File: src/rtl/irq_ctrl_pkg.sv
// -----------------------------------------------------------------------------
// irq_ctrl_pkg
// Shared definitions for the interrupt controller:
//   - state_t : handshake FSM states (IDLE, PRESENT, SERVICE)
//   - id_w()  : width of an interrupt index for n sources, never below 1
//   - MAX_SRC : largest supported number of interrupt sources
// -----------------------------------------------------------------------------
package irq_ctrl_pkg;

  localparam int MAX_SRC = 64;

  typedef enum logic [1:0] {
    IDLE    = 2'd0,
    PRESENT = 2'd1,
    SERVICE = 2'd2
  } state_t;

  function automatic int id_w(input int n);
    return (n <= 2) ? 1 : $clog2(n);
  endfunction

endpackage

File: src/rtl/irq_prio_arb.sv
// -----------------------------------------------------------------------------
// irq_prio_arb
// Combinational arbiter that picks one interrupt source from the candidate
// vector.
//   Default build     : fixed priority, where the highest set index wins and
//                       last_id is ignored.
//   IRQ_CTRL_RR_EN    : round robin. The search runs circularly downward from
//                       last_id-1, which makes the most recently granted
//                       source the lowest priority.
// Ports:
//   cand      in  NUM_SRC  pending & ~mask
//   last_id   in  ID_W     index of the most recently acknowledged source
//   sel_id    out ID_W     selected index (0 when nothing is selected)
//   sel_valid out 1        at least one candidate exists
// -----------------------------------------------------------------------------
module irq_prio_arb
  import irq_ctrl_pkg::*;
#(
  parameter  int NUM_SRC = 8,
  localparam int ID_W    = id_w(NUM_SRC)
) (
  input  logic [NUM_SRC-1:0] cand,
  input  logic [ID_W-1:0]    last_id,
  output logic [ID_W-1:0]    sel_id,
  output logic               sel_valid
);

  assign sel_valid = |cand;

`ifdef IRQ_CTRL_RR_EN
  // The loop walks from the farthest offset to the nearest one, so the last
  // hit to be written is the source closest below last_id. Offset NUM_SRC
  // maps back onto last_id itself, so that source is searched last.
  always_comb begin
    int idx;
    idx    = 0;
    sel_id = '0;
    for (int off = NUM_SRC; off >= 1; off--) begin
      idx = int'(last_id) + NUM_SRC - off;
      if (idx >= NUM_SRC) idx = idx - NUM_SRC;
      if (cand[idx]) sel_id = ID_W'(idx);
    end
  end
`else
  logic unused_last_id;
  assign unused_last_id = ^last_id;

  // Ascending scan: the last assignment comes from the highest set index.
  always_comb begin
    sel_id = '0;
    for (int i = 0; i < NUM_SRC; i++) begin
      if (cand[i]) sel_id = ID_W'(i);
    end
  end
`endif

endmodule

File: src/rtl/irq_ctrl.sv
// -----------------------------------------------------------------------------
// irq_ctrl
// Parametrised interrupt controller. Rising edges on irq_req are latched into
// a pending register. Masked sources still become pending, but they are not
// eligible for selection. The winning source is presented to the handler
// through a registered claim (irq_ack) and end-of-interrupt (eoi) handshake.
// The optional macro IRQ_CTRL_RR_EN selects round-robin arbitration instead of
// fixed priority, where the highest index wins.
// Ports:
//   clk         in  1        clock
//   rst_n       in  1        synchronous active-low reset
//   irq_req     in  NUM_SRC  interrupt lines; a rising edge is a request
//   mask_we     in  1        mask write strobe
//   mask_wdata  in  NUM_SRC  new mask value (1 = disabled)
//   irq_valid   out 1        interrupt presented
//   irq_id      out ID_W     presented source index
//   irq_ack     in  1        handler claims the presented interrupt
//   eoi         in  1        handler has finished servicing
//   busy        out 1        an interrupt is in service
//   pending     out NUM_SRC  pending register
//   mask        out NUM_SRC  mask register
// -----------------------------------------------------------------------------
module irq_ctrl
  import irq_ctrl_pkg::*;
#(
  parameter  int NUM_SRC = 8,
  localparam int ID_W    = id_w(NUM_SRC)
) (
  input  logic               clk,
  input  logic               rst_n,
  input  logic [NUM_SRC-1:0] irq_req,
  input  logic               mask_we,
  input  logic [NUM_SRC-1:0] mask_wdata,
  output logic               irq_valid,
  output logic [ID_W-1:0]    irq_id,
  input  logic               irq_ack,
  input  logic               eoi,
  output logic               busy,
  output logic [NUM_SRC-1:0] pending,
  output logic [NUM_SRC-1:0] mask
);

  state_t             state_q, state_d;
  logic [NUM_SRC-1:0] pending_q, pending_d;
  logic [NUM_SRC-1:0] mask_q, mask_d;
  logic [NUM_SRC-1:0] irq_prev_q, irq_prev_d;
  logic [ID_W-1:0]    irq_id_q, irq_id_d;
  logic               irq_valid_q, irq_valid_d;
  logic               busy_q, busy_d;

  logic [NUM_SRC-1:0] set_vec;
  logic [NUM_SRC-1:0] clr_vec;
  logic [NUM_SRC-1:0] cand;
  logic [ID_W-1:0]    sel_id;
  logic               sel_valid;
  logic [ID_W-1:0]    last_id;
  logic               ack_taken;

  assign set_vec   = irq_req & ~irq_prev_q;
  assign cand      = pending_q & ~mask_q;
  assign ack_taken = (state_q == PRESENT) && irq_ack;

  irq_prio_arb #(.NUM_SRC(NUM_SRC)) u_arb (
    .cand      (cand),
    .last_id   (last_id),
    .sel_id    (sel_id),
    .sel_valid (sel_valid)
  );

`ifdef IRQ_CTRL_RR_EN
  logic [ID_W-1:0] last_id_q, last_id_d;

  assign last_id_d = ack_taken ? irq_id_q : last_id_q;
  assign last_id   = last_id_q;

  always_ff @(posedge clk) begin
    if (!rst_n) last_id_q <= ID_W'(NUM_SRC - 1);
    else        last_id_q <= last_id_d;
  end
`else
  assign last_id = '0;
`endif

  // NOTE: every signal written here receives a default assignment first, so
  // no path through the case statement can infer a latch.
  always_comb begin
    state_d  = state_q;
    irq_id_d = irq_id_q;
    clr_vec  = '0;
    unique case (state_q)
      IDLE: begin
        if (sel_valid) begin
          irq_id_d = sel_id;
          state_d  = PRESENT;
        end
      end
      // irq_id is frozen here. Mask writes and new arrivals cannot change it.
      // An ack takes precedence over a simultaneous eoi.
      PRESENT: begin
        if (irq_ack) begin
          clr_vec[irq_id_q] = 1'b1;
          state_d           = SERVICE;
        end
      end
      SERVICE: begin
        if (eoi) state_d = IDLE;
      end
      default: state_d = IDLE;
    endcase

    // OR-ing the set vector last means a new edge wins over a same-cycle clear.
    pending_d   = (pending_q & ~clr_vec) | set_vec;
    mask_d      = mask_we ? mask_wdata : mask_q;
    irq_prev_d  = irq_req;
    irq_valid_d = (state_d == PRESENT);
    busy_d      = (state_d == SERVICE);
  end

  // NOTE: sequential state uses non-blocking assignments only, so every flop
  // samples the pre-edge values no matter what order the statements are in.
  always_ff @(posedge clk) begin
    if (!rst_n) begin
      state_q     <= IDLE;
      pending_q   <= '0;
      mask_q      <= '1;
      irq_prev_q  <= '0;
      irq_id_q    <= '0;
      irq_valid_q <= 1'b0;
      busy_q      <= 1'b0;
    end else begin
      state_q     <= state_d;
      pending_q   <= pending_d;
      mask_q      <= mask_d;
      irq_prev_q  <= irq_prev_d;
      irq_id_q    <= irq_id_d;
      irq_valid_q <= irq_valid_d;
      busy_q      <= busy_d;
    end
  end

  assign irq_valid = irq_valid_q;
  assign irq_id    = irq_id_q;
  assign busy      = busy_q;
  assign pending   = pending_q;
  assign mask      = mask_q;

endmodule

File: config.mk
export PLATFORM = sky130hd
export DESIGN_NAME = irq_ctrl
export DESIGN_NICKNAME = d
export VERILOG_FILES = /design/src/rtl/irq_ctrl_pkg.sv /design/src/rtl/irq_prio_arb.sv /design/src/rtl/irq_ctrl.sv
export SDC_FILE = /design/constraint.sdc
export NUM_CORES = 1
export LEC_CHECK = 0
export BUFFER_PORTS_ARGS = -buffer_cell sky130_fd_sc_hd__buf_2
export CORE_MARGIN = 4
export CORE_UTILIZATION = 35
export CTS_CLUSTER_SIZE = 8
export DETAILED_ROUTE_END_ITERATION = 6
export GPL_TIMING_DRIVEN = 0
export SLEW_MARGIN = 10
export SYNTH_ARGS = -nofsm -noshare
export SYNTH_HDL_FRONTEND = slang
export SYNTH_SLANG_ARGS = --single-unit
File: constraint.sdc
create_clock -name clk -period 1.57 [get_ports clk]
set_input_delay 0.314 -clock clk [delete_from_list [all_inputs] [get_ports clk]]
set_output_delay 0.314 -clock clk [all_outputs]
set_load 0.05 [all_outputs]
==> qor.yml <==
status:
  status: "finished, final reports clean"
sta:
  slew_viol_final: 0
  maxSlewHeadroom: 0.628
  tightest_slew_ns: 0.558
  fin_crit_ns: 1.53
  setup_viol: 0
  max_freq_mhz: 654
  setup_ws_ns: 0.0409
  finClkSkew_ns: 0.00836
  period_share: 0.974
  setup_tns_ns: 0
  whs_ns: 0.190
  hold_violations: 0
yosys:
  yosys_warnings: 0
  syn_area_per_cell_um2: 9.70
  synth-edff-count: 0
  synth_fp_nets: 146
  netlist_area_um2: 1210
  seq_area_frac_synth: 0.512
  synth_cell_type_count: 26
  synth-main-ff-cell: "dfxtp_1"
  ys_async_sr_fraction: 0
  syn_inst: 125
  yosys_register_bits: 31
global_route:
  grt_pass1_vias: 984
  grt_max_degree: 11
  grt_overflow_total: 0
  antenna_found_initial: 0
  grt_usage: 0.130
  grt_pass1_wl_mm: 4.25
layout:
  regArea_um2: 641
  syn_to_final_growth_pct: 31.6
  utilization: 0.478
  nets: 193
  layout_commonest_cell: "buf_2"
  num_antenna_cells: 0
  drive_above_1_share: 0.358
  fillers: 330
  multi_input_area_um2: 573
  fin_cells: 219
  final_cell_mix: "40 x buf_2, 23 x dfxtp_1, 14 x nand2b_1, 12 x nand2_1"
  stdcell_area_um2: 1600
placed_design:
  dp_hpwl_mm: 2.14
  dp_cells: 211
  gp_congestion: 0.783
  pre_cts_ws_ns: 0.0419
  dpl_cell_area_um2: 1490
  portBuffers: 40
floorplan:
  die_area_um2: 4470
  die_w_um: 66.9
  initial_utilization: 0.363
  io_pins: 42
  coreArea_um2: 3340
  die_y_um: 66.9
  rows: 21
clock_network:
  ctsHtreeMaxLevel: 2
  clkTransAtPathRegs_ns: 0.10
  post_cts_buffers: 0
  cts.sinks: 31
  cts.hold.buffers_added: 0
  post_cts_resized: 0
  clk_path_buf_depth: 2
  cts_buffers: 5
  clkLatencyLatePin_ns: 0.33
  cts_tree: "yes"
  cts_root_buffer: "clkbuf_4"
route:
  wire_per_inst_um: 12.7
  routed_wl_mm: 2.78
  drt_iter0_markers: 27
  drc: 0
  first_pass_iters: 4
  final_antenna_net_count: 0
  vias_per_cell: 4.75
  via_count: 1041
critical_path:
  cp_slowest_cell: "or4_4"
  arrival_ns: 1.77
  path_class: "flip-flop to flip-flop"
  cp_max_fo: 5
  crit_path_max_incr_delay_ns: 0.57
  crit_chain: "nor2b_4, or4_4, and3_1, a31o_1"
  crit_required_ns: 1.81
  crit_family: "simple AND/OR/NAND/NOR gates"
  endpoint_kind: "flip-flop"
  timing.critical_path.buf_inv: 0
  start_kind: "flip-flop"
pwr:
  leakage_nw: 0.699
  powerDensity_nw_per_um2: 1260
  total_power_mw: 2.01
  worst_ir_drop_vdd_mv: 0.567
run:
  cap_violations: 0
hold_path:
  hp-class: "input port to flip-flop"
==> per-layer routing <==
| metal | global-route usage | wire length (um) | vias up |
|---|---|---|---|
| met5 | 0 | 0 | - |
| met4 | 0.0658 | 61 | 0 |
| met3 | 0.0607 | 207 | 9 |
| met2 | 0.194 | 1240 | 30 |
| met1 | 0.156 | 1270 | 476 |
| li1 | - | - | 526 |
==> worst register-to-register path, cell delays in order (launching register included) <==
cell and delay (ns):
dfxtp_4 0.36, nor2b_4 0.13, or4_4 0.57, and3_1 0.21, a31o_1 0.17
==> flip-flops by register name (all words and copies together), names as in the netlist <==
name and count:
mask 8, irq_valid 1, state_q 2, irq_id 3, busy 1, irq_prev_q 8
pending 8
==> report_power, final <==
part           internal [mW]  switching (mW)  leakage (nW)
clock                  0.497           0.275        0.0525
sequential             0.842          0.0436         0.258
combinational          0.115           0.239         0.389
==> Yosys cell counts (all sizes together), types with 2 or more instances <==
library cell / number / area share
dfxtp: 31 / 0.51
nand2b: 14 / 0.072
nand2: 12 / 0.037
a21oi: 9 / 0.037
mux2i: 9 / 0.074
o21ai: 9 / 0.037
and2: 8 / 0.041
nor2: 5 / 0.015
nor2b: 5 / 0.038
clkbuf: 4 / 0.012
o31ai: 3 / 0.019
a2111oi: 2 / 0.014
a211oi: 2 / 0.012
inv: 2 / 0.0062
==> cell type report <==
class,count,area share
buffer,4,0.00941
clock buffer,6,0.0259
clock inverter,2,0.0376
inverter,2,0.00471
multi-input combinational,88,0.359
sequential,31,0.402
tap,46,0.0361
timing repair buffer,40,0.125
==> final timing paths <==
path,start,end,slack [ns],cells after the start
setup / recovery,pending[6],irq_id[2],0.04,4
setup reg to reg,pending[6],irq_id[2],0.04,4
hold / removal,irq_req[2],irq_prev_q[2],0.19,2
hold reg to reg,irq_prev_q[7],pending[7],0.49,2
==> kinds of logic after synthesis <==
family / count (synthesis) / synth area share
DFF: 31 / 0.512
AOI/OAI and AO/OA: 29 / 0.153
buffers and inverters: 6 / 0.0186
and+or+nand+nor: 50 / 0.243
muxes: 9 / 0.0743
(Power assumes the default switching activity.)
